$ cat src/rtl/gf_audio_pkg.sv
// Shared defaults and encodings for the audio interpolation scheduler.
package gf_audio_pkg;

    localparam int unsigned WIDTH_DEF   = 8;
    localparam int unsigned RATIO_DEF   = 10;
    localparam int unsigned DIV_10X_DEF = 100;

    typedef enum logic [1:0] {
        ST_IDLE   = 2'd0,
        ST_PRIME  = 2'd1,
        ST_STREAM = 2'd2
    } sched_state_e;

    // Counter width able to hold 0..n-1, never narrower than one bit.
    function automatic int unsigned cnt_width(input int unsigned n);
        return (n > 1) ? $clog2(n) : 1;
    endfunction

endpackage

$ cat src/rtl/interp_scheduler_strobe_gen.sv
// Clock-enable generator: 10x strobe every DIV_10X cycles, base strobe every RATIO 10x strobes.
module strobe_gen
    import gf_audio_pkg::*;
#(
    parameter int unsigned RATIO   = RATIO_DEF,
    parameter int unsigned DIV_10X = DIV_10X_DEF
) (
    input  logic clk,
    input  logic reset,
    input  logic enable,
    output logic clk_en,
    output logic clk_en_10x
);

    localparam int unsigned CNT_W = cnt_width(DIV_10X);
    localparam int unsigned PH_W  = cnt_width(RATIO);
    localparam logic [CNT_W-1:0] CNT_LAST = CNT_W'(DIV_10X - 1);
    localparam logic [PH_W-1:0]  PH_LAST  = PH_W'(RATIO - 1);

    logic [CNT_W-1:0] cnt_q, cnt_d;
    logic [PH_W-1:0]  ph_q,  ph_d;
    logic             en_q,  en_d;
    logic             en10_q, en10_d;

    // Base strobe only ever fires together with a 10x strobe.
    always_comb begin
        cnt_d  = cnt_q;
        ph_d   = ph_q;
        en_d   = 1'b0;
        en10_d = 1'b0;
        if (!enable) begin
            cnt_d = '0;
            ph_d  = '0;
        end else if (cnt_q == CNT_LAST) begin
            cnt_d  = '0;
            en10_d = 1'b1;
            if (ph_q == PH_LAST) begin
                ph_d = '0;
                en_d = 1'b1;
            end else begin
                ph_d = ph_q + PH_W'(1);
            end
        end else begin
            cnt_d = cnt_q + CNT_W'(1);
        end
    end

    always_ff @(posedge clk) begin
        if (reset) begin
            cnt_q  <= '0;
            ph_q   <= '0;
            en_q   <= 1'b0;
            en10_q <= 1'b0;
        end else begin
            cnt_q  <= cnt_d;
            ph_q   <= ph_d;
            en_q   <= en_d;
            en10_q <= en10_d;
        end
    end

    assign clk_en     = en_q;
    assign clk_en_10x = en10_q;

endmodule

$ cat src/rtl/interp_scheduler.sv
// Interpolation scheduler: input sample history, frame capture on end_stage and
// serialization of interpolated samples on the 10x strobe with under/overrun tracking.
module interp_scheduler
    import gf_audio_pkg::*;
#(
    parameter int unsigned WIDTH   = WIDTH_DEF,
    parameter int unsigned RATIO   = RATIO_DEF,
    parameter int unsigned DIV_10X = DIV_10X_DEF
) (
    input  logic                   clk,
    input  logic                   reset,
    input  logic                   enable,
    input  logic [WIDTH-1:0]       sample_in,
    input  logic                   end_stage,
    input  logic [RATIO*WIDTH-1:0] sample_y,
    input  logic                   clear_err,
    output logic                   clk_en,
    output logic                   clk_en_10x,
    output logic [WIDTH-1:0]       sample_x0,
    output logic [WIDTH-1:0]       sample_x1,
    output logic [WIDTH-1:0]       sample_out,
    output logic                   sample_valid,
    output logic                   underrun,
    output logic                   overrun
);

    localparam int unsigned IDX_W = cnt_width(RATIO);
    localparam int unsigned REM_W = $clog2(RATIO + 1);
    localparam logic [REM_W-1:0] REM_FULL = REM_W'(RATIO);

    sched_state_e     state_q, state_d;
    logic [IDX_W-1:0] idx_q, idx_d;
    logic [REM_W-1:0] rem_q, rem_d;
    logic [WIDTH-1:0] frame_q [RATIO];
    logic [WIDTH-1:0] frame_d [RATIO];
    logic [WIDTH-1:0] out_q, out_d;
    logic [WIDTH-1:0] x0_q, x0_d;
    logic [WIDTH-1:0] x1_q, x1_d;
    logic             valid_q, valid_d;
    logic             und_q, und_d;
    logic             ovr_q, ovr_d;
    logic             es_q;
    logic             capture_c;

    strobe_gen #(
        .RATIO   (RATIO),
        .DIV_10X (DIV_10X)
    ) u_strobe_gen (
        .clk        (clk),
        .reset      (reset),
        .enable     (enable),
        .clk_en     (clk_en),
        .clk_en_10x (clk_en_10x)
    );

    // Frames are only accepted once the scheduler has left IDLE.
    assign capture_c = end_stage & ~es_q & (state_q != ST_IDLE);

    always_comb begin
        state_d = state_q;
        idx_d   = idx_q;
        rem_d   = rem_q;
        frame_d = frame_q;
        out_d   = out_q;
        valid_d = 1'b0;
        x0_d    = x0_q;
        x1_d    = x1_q;
        und_d   = und_q;
        ovr_d   = ovr_q;

        if (clear_err) begin
            und_d = 1'b0;
            ovr_d = 1'b0;
        end

        if (!enable) begin
            state_d = ST_IDLE;
            idx_d   = '0;
            rem_d   = '0;
        end else begin
            if (clk_en) begin
                x1_d = sample_in;
                x0_d = x1_q;
            end

            case (state_q)
                ST_IDLE:  state_d = ST_PRIME;
                ST_PRIME: if (capture_c) state_d = ST_STREAM;
                ST_STREAM: begin
                    if (clk_en_10x) begin
                        if (rem_q != '0) begin
                            out_d   = frame_q[idx_q];
                            valid_d = 1'b1;
                            idx_d   = idx_q + IDX_W'(1);
                            rem_d   = rem_q - REM_W'(1);
                        end else begin
                            und_d = 1'b1;
                        end
                    end
                end
                default: state_d = ST_IDLE;
            endcase

            // Old frame is consumed first; only samples still left afterwards count as lost.
            if (capture_c) begin
                if (rem_d != '0) ovr_d = 1'b1;
                for (int unsigned i = 0; i < RATIO; i++) begin
                    frame_d[i] = sample_y[i*WIDTH +: WIDTH];
                end
                idx_d = '0;
                rem_d = REM_FULL;
            end
        end
    end

    always_ff @(posedge clk) begin
        if (reset) begin
            state_q <= ST_IDLE;
            idx_q   <= '0;
            rem_q   <= '0;
            frame_q <= '{default: '0};
            out_q   <= '0;
            x0_q    <= '0;
            x1_q    <= '0;
            valid_q <= 1'b0;
            und_q   <= 1'b0;
            ovr_q   <= 1'b0;
            es_q    <= 1'b0;
        end else begin
            state_q <= state_d;
            idx_q   <= idx_d;
            rem_q   <= rem_d;
            frame_q <= frame_d;
            out_q   <= out_d;
            x0_q    <= x0_d;
            x1_q    <= x1_d;
            valid_q <= valid_d;
            und_q   <= und_d;
            ovr_q   <= ovr_d;
            es_q    <= end_stage;
        end
    end

    assign sample_x0    = x0_q;
    assign sample_x1    = x1_q;
    assign sample_out   = out_q;
    assign sample_valid = valid_q;
    assign underrun     = und_q;
    assign overrun      = ovr_q;

endmodule

$ cat config.mk
export PLATFORM = sky130hd
export DESIGN_NAME = interp_scheduler
export DESIGN_NICKNAME = d
export VERILOG_FILES = /design/src/rtl/gf_audio_pkg.sv /design/src/rtl/interp_scheduler_strobe_gen.sv /design/src/rtl/interp_scheduler.sv
export SDC_FILE = /design/constraint.sdc
export NUM_CORES = 1
export LEC_CHECK = 0
export ABC_AREA = 1
export BUFFER_PORTS_ARGS = -buffer_cell sky130_fd_sc_hd__buf_2
export CORE_MARGIN = 10
export CORE_UTILIZATION = 44
export CTS_CLUSTER_SIZE = 14
export DETAILED_ROUTE_END_ITERATION = 10
export PLACE_DENSITY = 0.67
export SLEW_MARGIN = 10
export SYNTH_ARGS = -nofsm -noshare
export SYNTH_HDL_FRONTEND = slang
export SYNTH_SLANG_ARGS = --single-unit
$ cat constraint.sdc
create_clock -name clk -period 3 [get_ports clk]
set_clock_uncertainty 0.1 [all_clocks]
set_input_delay 0.15 -clock clk [delete_from_list [all_inputs] [get_ports clk]]
set_output_delay 0.15 -clock clk [all_outputs]
set_load 0.01 [all_outputs]
Word level (Yosys, flattened, before mapping)
Index checks and enable logic that the tools add are counted.
Word-level totals
  logic and storage cells: 80
  bits in registers: 131
  output and inout bits: 29
Operators by class
  $lt $le $gt $ge: 1
  reduce and logical (&&, ||, !) cells: 14
  bitwise logic cells: 8
  equality and inequality tests: 5
  mux-type cells: 23
  add/sub/neg operators: 4
Operators by type and width (count)
  8-bit binary-select mux with 4-bit select: 1
  4-bit 2-to-1 mux: 6
  8-bit 2-to-1 mux: 2
  1-bit 2-to-1 mux: 12
  3-bit OR reduction: 3
  4-bit by 1-bit adder with 4-bit output, second input constant: 2
  4-bit nonzero test: 2
  7-bit by 1-bit adder with 7-bit output, second input constant: 1
  7-bit == test, second input constant: 1
  2-bit case mux with 3 select lines: 1
  2-bit AND reduction: 3
  5-bit greater-or-equal comparator, second input constant: 1
  1-bit NOT: 5
  4-bit NOT with 5-bit output: 1
  4-bit == test, second input constant: 1
  4-bit AND reduction: 1
  4-bit OR reduction: 1
  4-bit by 1-bit subtractor with 4-bit output, second input constant: 1
  3-bit AND reduction: 1
  1-bit AND: 2
  2-bit by 1-bit == test with 1-bit output, second input constant: 1
  2-bit == test, second input constant: 1
  2-bit logical NOT: 1
  2-bit 2-to-1 mux: 1
  3 further kinds: 3

Depth between registers and ports, before layout
Gate-level depths: netlist of run 1.
  depth after elaboration: 9
  gate-level depth with buffers: 11
  depth with buffers taken out: 11

Cells and area by module
A second synthesis of run 1 with hierarchy kept.
Second synthesis, totals
  cells, all modules: 756
  area, all modules: 5602.9 um^2
Modules (own cells, without submodules)
  interp_scheduler: instances 1, cells each 669, area each 5002.3 um^2, sequential area each 2362.3 um^2
  strobe_gen: instances 1, cells each 87, area each 600.6 um^2, sequential area each 260.2 um^2

Worst setup path after synthesis of run 1
Ideal clock, no wire load.
  kind: register to register
  start: register rem_q[0]
  end: register out_q[0], in the netlist sample_out[0]
  path buffers: 0
  arrival: 1.293 ns
  slack: 1.488 ns
  stages on the path, launching flop included: 9
  clock period less this slack: 1.512 ns
  cells stage by stage: dfxtp_1 inv_1 ha_1 nand2_1 nand2_4 nor2_4 inv_2 nor2_1 a21oi_1
On the way
  longest elaborated chain between the ends: 2
Ends and longest elaborated chain
  start: declaration: line interp_scheduler.sv:33  | logic [REM_W-1:0] rem_q, rem_d;
  start signal: assignment: line interp_scheduler.sv:132  | rem_q <= rem_d;
  4-bit nonzero test: line interp_scheduler.sv:91  | if (rem_q != '0) begin
  4-bit AND reduction (no source line)
  end signal: assignment: line interp_scheduler.sv:134  | out_q <= out_d;
  end: declaration: line interp_scheduler.sv:36  | logic [WIDTH-1:0] out_q, out_d;
Every way passes these cells.
A chain may end at the register's enable or synchronous reset.

Worst setup path in the final report of run 1
  start: input port end_stage
  end: register frame_q[72] (netlist name)
On the way
  longest elaborated chain between the ends: 3
Ends and longest elaborated chain
  start: declaration: line interp_scheduler.sv:14  | input logic end_stage,
  1-bit AND (2 in series): line interp_scheduler.sv:57  | assign capture_c = end_stage & ~es_q & (state_q != ST_IDLE);
  2-bit AND reduction (no source line)
  end signal: assignment: line interp_scheduler.sv:133  | frame_q <= frame_d;
  end: declaration: line interp_scheduler.sv:34  | logic [WIDTH-1:0] frame_q [RATIO];
Every way passes these cells.

==> results.py, run 1 <==
metrics = {
    "synth": {
        "synth_warnings": 0,
        "yosysUniqueCellTypes": 33,
        "synth_nets": 829,
        "synth_area_um2": 5490,
        "ys_ff_latch": 131,
        "synth_top_family_by_area": "compound AO/OA/AOI/OAI gates",
        "synth-seq-area-share": 0.477,
        "yosys.area_share.adder": 0.00683,
        "synthSimpleGateAreaFrac": 0.190,
        "syn_area_per_cell_um2": 7.49,
        "netlist_instances": 733,
        "muxShareOfSynthArea": 0,
        "synth_xor_area_frac": 0.00159,
        "synth_compound_area_frac": 0.225,
    },
    "timing": {
        "min_period_ns": 2.09,
        "hold_viol_final": 0,
        "maxSlewViolCount": 0,
        "slew_headroom": 0.276,
        "post-route-period-util": 0.697,
        "worst_slew_pin_slew_ns": 1.08,
        "finalSetupTns_ns": 0,
        "rsz0062_at_grt": "no",
        "setup_viol": 0,
        "fmax_mhz": 478,
    },
    "cts": {
        "h-tree-depth": 4,
        "clk_latency_ns": 0.42,
        "clkSlewWorstSetupHoldPaths_ns": 0.05,
        "clkSinkCount": 131,
        "cts_resized": 0,
        "tritoncts": "done",
        "cts_buffers": 17,
        "clock_tree.buffer_depth": 2,
        "cts_setup_buffers": 0,
        "root_buffer": "clkbuf_16",
    },
    "die": {
        "start_util": 0.454,
        "die_height_um": 132,
        "die_x_um": 132,
        "rows": 40,
        "num_io_pins": 122,
        "core-area_um2": 12100,
        "die-area_um2": 17400,
    },
    "grt": {
        "grt_pass1_wl_um": 26400,
        "grt_max_degree": 49,
        "track_usage": 0.187,
        "antenna_found_initial": 0,
        "first_global_vias": 5353,
        "grt-ovfl-total": 0,
    },
    "place": {
        "dp_hpwl_um": 10800,
        "globalplace.congestion": 0.819,
        "port_buffers": 121,
        "post-place-cells": 986,
    },
    "layout": {
        "drive_gt1_frac": 0.181,
        "finalNetCount": 1023,
        "finalNonFillerCells": 1107,
        "area_growth_syn_to_layout_pct": 38.2,
    },
    "routing": {
        "drc_errors": 0,
        "drtIter0Drc": 539,
        "routed_wl_um": 16600,
        "viasPerCell": 5.10,
        "wire_per_inst_um": 15.0,
        "route.vias.total": 5646,
        "ant_nets": 0,
        "dr.pass1.iters": 5,
    },
    "power": {
        "finalPower_mw": 4.06,
        "p_leak_nw": 3.03,
        "power_density_nw_per_um2": 535,
        "vdd_ir_drop_max_mv": 0.355,
    },
    "worst_setup_path": {
        "cp_max_fo": 41,
        "critPathCaptureType": "flop",
        "arrival_ns": 2.33,
        "crit_path_start_kind": "input port",
        "crit_required_ns": 3.24,
        "criticalPathCategory": "in -> reg",
    },
    "min_path": {
        "hp-class": "in -> reg",
    },
    "run_status": {
        "status": "completed",
    },
    "flow_run": {
        "maxCapViolCount": 0,
    },
}
-- registers in the layout, summed over array words and instances (netlist names) --
register	flops
frame_q	80
sample_out	8
sample_x0	8
sample_x1	8
u_strobe_gen.cnt_q	7
idx_q	4
rem_q	4
u_strobe_gen.ph_q	4
state_q	2
es_q	1
overrun	1
sample_valid	1
u_strobe_gen.clk_en	1
u_strobe_gen.clk_en_10x	1
underrun	1
-- cells in the final DEF, fill, tap and decap left out, drive strengths merged --
cell type	Yosys	final
nand2	124	124
and3	1	1
nand3	37	37
nor2	72	72
o21ai	91	91
buf	26	129
nand4	1	1
nor3	5	5
dfxtp	131	131
nor3b	4	4
a211oi	9	9
clkinv	1	4
a21oi	116	116
o31ai	1	1
a31oi	1	1
xor2	1	1
diode	0	1
bufinv	0	1
ha	3	3
dlygate4sd3	0	90
clkbuf	18	26
o32ai	1	1
inv	74	74
o211ai	14	14
o22ai	1	1
or2	1	1
-- synthesized netlist by cell type --
| cell type | n | area [um2] |
|---|---|---|
| a211oi_1 | 9 | 67.6 |
| a21oi_1 | 116 | 581 |
| a31oi_1 | 1 | 6.26 |
| and3_1 | 1 | 6.26 |
| buf_1 | 2 | 7.51 |
| buf_2 | 8 | 40.0 |
| buf_4 | 9 | 67.6 |
| buf_6 | 7 | 78.8 |
| clkbuf_1 | 18 | 67.6 |
| clkinv_1 | 1 | 3.75 |
| dfxtp_1 | 131 | 2620 |
| ha_1 | 3 | 37.5 |
| inv_1 | 70 | 263 |
| inv_2 | 4 | 15.0 |
| nand2_1 | 121 | 454 |
| nand2_2 | 2 | 12.5 |
| nand2_4 | 1 | 11.3 |
| nand3_1 | 37 | 185 |
| nand4_1 | 1 | 6.26 |
| nor2_1 | 68 | 255 |
| nor2_2 | 1 | 6.26 |
| nor2_4 | 3 | 33.8 |
| nor3_1 | 4 | 20.0 |
| nor3_4 | 1 | 16.3 |
| nor3b_1 | 4 | 30.0 |
| o211ai_1 | 14 | 105 |
| o21ai_0 | 70 | 350 |
| o21ai_1 | 21 | 105 |
| o22ai_1 | 1 | 6.26 |
| o31ai_1 | 1 | 7.51 |
| o32ai_1 | 1 | 8.76 |
| or2_1 | 1 | 6.26 |
| xor2_1 | 1 | 8.76 |
-- critical path: stages --
cell           delay (ns)
dlygate4sd3_1        0.52
buf_2                0.09
inv_1                0.06
nor3_4               0.31
nand2_4              0.27
inv_2                0.61
nand2_1              0.14
a21oi_1              0.17
-- power breakdown --
group | switching [mW] | internal, mW
Combinational | 0.131 | 0.155
Sequential | 0.0112 | 1.77
Clock | 0.707 | 1.28
-- worst paths after layout --
kind | startpoint | to | slack (ns) | depth (start not counted)
worst min-delay path | enable | rem_q[3]$_SDFF_PP0_ | 0.1 | 5
worst min register to register | u_strobe_gen.cnt_q[0]$_SDFF_PP0_ | u_strobe_gen.cnt_q[0]$_SDFF_PP0_ | 0.35 | 1
worst max-delay path | end_stage | frame_q[72]$_SDFFE_PP0P_ | 0.91 | 8
worst max register to register | state_q[1]$_SDFFE_PP0P_ | frame_q[72]$_SDFFE_PP0P_ | 0.91 | 6
-- kinds of logic (layout without fill, tap and decap cells) --
| group | count (synthesis) | after routing |
|---|---|---|
| adder cells (fa/ha/maj) | 3 | 3 |
| buffers and inverters | 119 | 324 |
| XOR/XNOR | 1 | 1 |
| flip-flops | 131 | 131 |
| AO/OA/AOI/OAI | 234 | 234 |
| AND/OR/NAND/NOR | 245 | 245 |
| other | 0 | 1 |
-- metal layers --
metal / vias to the layer above / wire [um] / GRT usage
li1: 2820 / - / -
met1: 2596 / 6880 / 0.212
met2: 188 / 8280 / 0.321
met3: 42 / 953 / 0.0465
met4: 0 / 510 / 0.0871
met5: - / 0 / 0
-- cell type report --
type                       count  area [um2]
clock inverter                 4        45.0
inverter                      75         282
sequential                   131        2620
multi-input combinational    483        2330
tap                          168         210
antenna                        1        2.50
timing repair buffer         219        1570
fill                        1062        4520
clock buffer                  26         529
-- through the flow --
step	worst slack, ns	util	cell area, um2	hold slack, ns
floorplan	1.49	-	5490	0.193
global placement	1.05	0.505	6110	0.300
detailed placement	0.945	0.505	6110	0.306
finish	0.909	0.627	7590	0.0988
global route	0.721	0.627	7590	0.120
CTS	0.929	0.627	7590	0.0831
-- timing repair --
item	4_1_cts	5_1_grt
hold buffers	90	0
hold endpoints to repair	91	0
endpoints found under the setup margin	0	0
(Power assumes the default switching activity.)
==> run 2, diff against run 1 <==
==> constraint.sdc (replaced) <==
create_clock -name clk -period 1.97 [get_ports clk]
set_clock_uncertainty 0.1 [all_clocks]
set_input_delay 0.0985 -clock clk [delete_from_list [all_inputs] [get_ports clk]]
set_output_delay 0.0985 -clock clk [all_outputs]
set_load 0.01 [all_outputs]
==> run 2 against run 1 <==
Sequential share of layout area fell by 0.95 points. Sequential power rose by 53%. First-iteration DRC count fell by 19%. Total power rose by 71%. Global-route usage rose by 0.24 points. Worst hold slack got worse by 0.038 ns. Setup slack got worse by 0.70 ns. Wire length rose by 1.3%. Register-to-register slack got worse by 0.70 ns. Die area did not move. Critical path depth did not move. Core utilization rose by 1.8 points. Critical path type is now reg -> reg. Largest cell class unchanged. Largest power group unchanged.
==> results.py, run 2 (same netlist as run 1, synthesis figures left out) <==
metrics = {
    "run_status": {
        "status": "completed",
    },
    "timing": {
        "setup_viol": 0,
        "finalSetupTns_ns": 0,
        "fmax_mhz": 569,
        "worst_slew_pin_slew_ns": 0.496,
        "fin_ws_ns": 0.212,
        "slew_headroom": 0.669,
        "hold_viol_final": 0,
        "min_period_ns": 1.76,
        "post-route-period-util": 0.892,
        "rsz0062_at_grt": "no",
        "maxSlewViolCount": 0,
    },
    "power": {
        "vdd_ir_drop_max_mv": 0.560,
        "power_frac_comb": 0.063,
        "finalPower_mw": 6.94,
        "power_frac_seq": 0.391,
        "power_density_nw_per_um2": 890,
        "switching_share": 0.200,
        "p_leak_nw": 3.11,
        "p_switching_mw": 1.39,
        "p_int_mw": 5.56,
        "clkPwrFrac": 0.545,
    },
    "grt": {
        "grt_max_degree": 121,
        "first_global_vias": 5484,
        "track_usage": 0.189,
        "grt_pass1_wl_um": 27200,
        "grt-ovfl-total": 0,
        "antenna_found_initial": 1,
    },
    "routing": {
        "met1_length_um": 7290,
        "route.met2.wl_um": 8480,
        "route.vias.total": 5598,
        "drc_errors": 0,
        "ant_nets": 0,
        "highest_layer": "met4",
        "routed_wl_um": 16800,
        "route.met3.wl_um": 680,
        "viasPerCell": 5.03,
        "wire_per_inst_um": 15.1,
        "drtIter0Drc": 435,
        "dr.pass1.iters": 6,
    },
    "layout": {
        "final_cell_mix": "dfxtp_1, nand2_1, buf_2",
        "largest-register": "frame_q",
        "multi_input_comb_area_um2": 2330,
        "seq_area_um2": 2620,
        "fillers": 1038,
        "largest_reg_flops": 80,
        "finalNetCount": 1026,
        "postLayoutCoreUtil": 0.644,
        "drive_gt1_frac": 0.187,
        "final_common_cell": "dfxtp_1",
        "area_growth_syn_to_layout_pct": 42.1,
    },
    "worst_setup_path": {
        "cp_max_fo": 9,
        "cp_slowest_cell": "dfxtp_1",
        "worstReg2RegEnd": "sample_out[3]$_SDFFE_PP0P_",
        "crit_path_start_kind": "flop",
        "arrival_ns": 1.96,
        "cp_top_family": "simple AND/OR/NAND/NOR gates",
        "worst-r2r-cell-count": 8,
        "r2r_start": "rem_q[0]$_SDFF_PP0_",
        "cp_num_buf_inv": 2,
        "crit_required_ns": 2.17,
        "critPathCaptureType": "flop",
        "reg2reg_slack_ns": 0.21,
        "criticalPathCategory": "reg -> reg",
        "path_cells": "inv_1, ha_1, nand2_1, nand2_4, nor2_4, inv_2, nor2_1, a21oi_1",
        "slowest_delay_ns": 0.34,
    },
    "cts": {
        "h-tree-depth": 4,
        "root_buffer": "clkbuf_16",
        "clkSlewWorstSetupHoldPaths_ns": 0.06,
        "cts_setup_buffers": 0,
        "clk_latency_ns": 0.41,
        "clock_tree.buffer_depth": 2,
        "tritoncts": "done",
        "hold_buffers": 91,
        "cts_resized": 0,
        "cts_buffers": 17,
        "clkSinkCount": 131,
    },
    "die": {
        "die_height_um": 132,
        "rows": 40,
        "core-area_um2": 12100,
        "start_util": 0.454,
        "die_x_um": 132,
        "die-area_um2": 17400,
        "num_io_pins": 122,
    },
    "min_path": {
        "hold_start": "enable",
        "holdPathStages": 5,
        "hp-class": "in -> reg",
        "holdPathEnd": "rem_q[1]$_SDFF_PP0_",
    },
    "flow_run": {
        "maxCapViolCount": 0,
    },
    "place": {
        "dp_hpwl_um": 11000,
        "port_buffers": 121,
        "globalplace.congestion": 0.835,
        "pre_cts_slack_ns": 0.239,
    },
}
run 2: cell count changes in the layout (fill, tap and decap cells not counted):
cell | previous run | this run
clkbuf_8 | 7 | 0
buf_4 | 8 | 6
dlygate4sd3_1 | 90 | 91
buf_12 | 0 | 4
clkinvlp_4 | 0 | 4
bufinv_16 | 1 | 8
diode_2 | 1 | 2
clkbuf_1 | 2 | 0
run 2: power by group through the flow:
stage	clock network, mW	logic [mW]	registers, mW
floorplan	0	0.158	2.77
global placement	0	0.283	2.77
detailed placement	0	0.289	2.77
CTS	3.83	0.433	2.72
global route	3.94	0.484	2.72
finish	3.79	0.440	2.72
run 2: per-layer routing:
metal / vias up / track usage
li1: 2820 / -
met1: 2560 / 0.222
met2: 188 / 0.332
met3: 30 / 0.0381
met4: 0 / 0.0698
met5: - / 0
run 2: worst max-delay path by stage:
stage / cells after the start / slack [ns] / endpoint / from
3_3_place_gp: 8 / 0.34 / sample_out[4]$_SDFFE_PP0P_ / rem_q[0]$_SDFF_PP0_
4_1_cts: 8 / 0.24 / sample_out[2]$_SDFFE_PP0P_ / rem_q[0]$_SDFF_PP0_
2_1_floorplan: 8 / 0.46 / sample_out[0]$_SDFFE_PP0P_ / rem_q[0]$_SDFF_PP0_
5_1_grt: 8 / 0.01 / sample_out[4]$_SDFFE_PP0P_ / rem_q[0]$_SDFF_PP0_
6_report: 8 / 0.21 / sample_out[3]$_SDFFE_PP0P_ / rem_q[0]$_SDFF_PP0_
3_5_place_dp: 8 / 0.24 / sample_out[4]$_SDFFE_PP0P_ / rem_q[0]$_SDFF_PP0_
run 2: stage by stage:
stage / std cells / hold WS, ns / cell area [um2]
detailed placement: 988 / 0.256 / 6180
floorplan: 733 / 0.141 / 5490
global placement: 988 / 0.248 / 6180
global route: 1112 / 0.0986 / 7800
CTS: 1111 / 0.0483 / 7800
finish: 1113 / 0.0611 / 7800
run 2: worst register-to-register path: stages (launching register included):
cell,delay (ns)
dfxtp_1,0.34
inv_1,0.08
ha_1,0.25
nand2_1,0.23
nand2_4,0.13
nor2_4,0.19
inv_2,0.11
nor2_1,0.14
a21oi_1,0.08
run 2: cell type report:
cell class | instances | share of cell area
repair buffers | 222 | 0.210
well taps | 168 | 0.0269
diodes | 2 | 0.000641
inverters | 75 | 0.0361
multi-input cells | 483 | 0.299
clock inverters | 15 | 0.0366
flip-flops and latches | 131 | 0.336
clock buffers | 17 | 0.0545
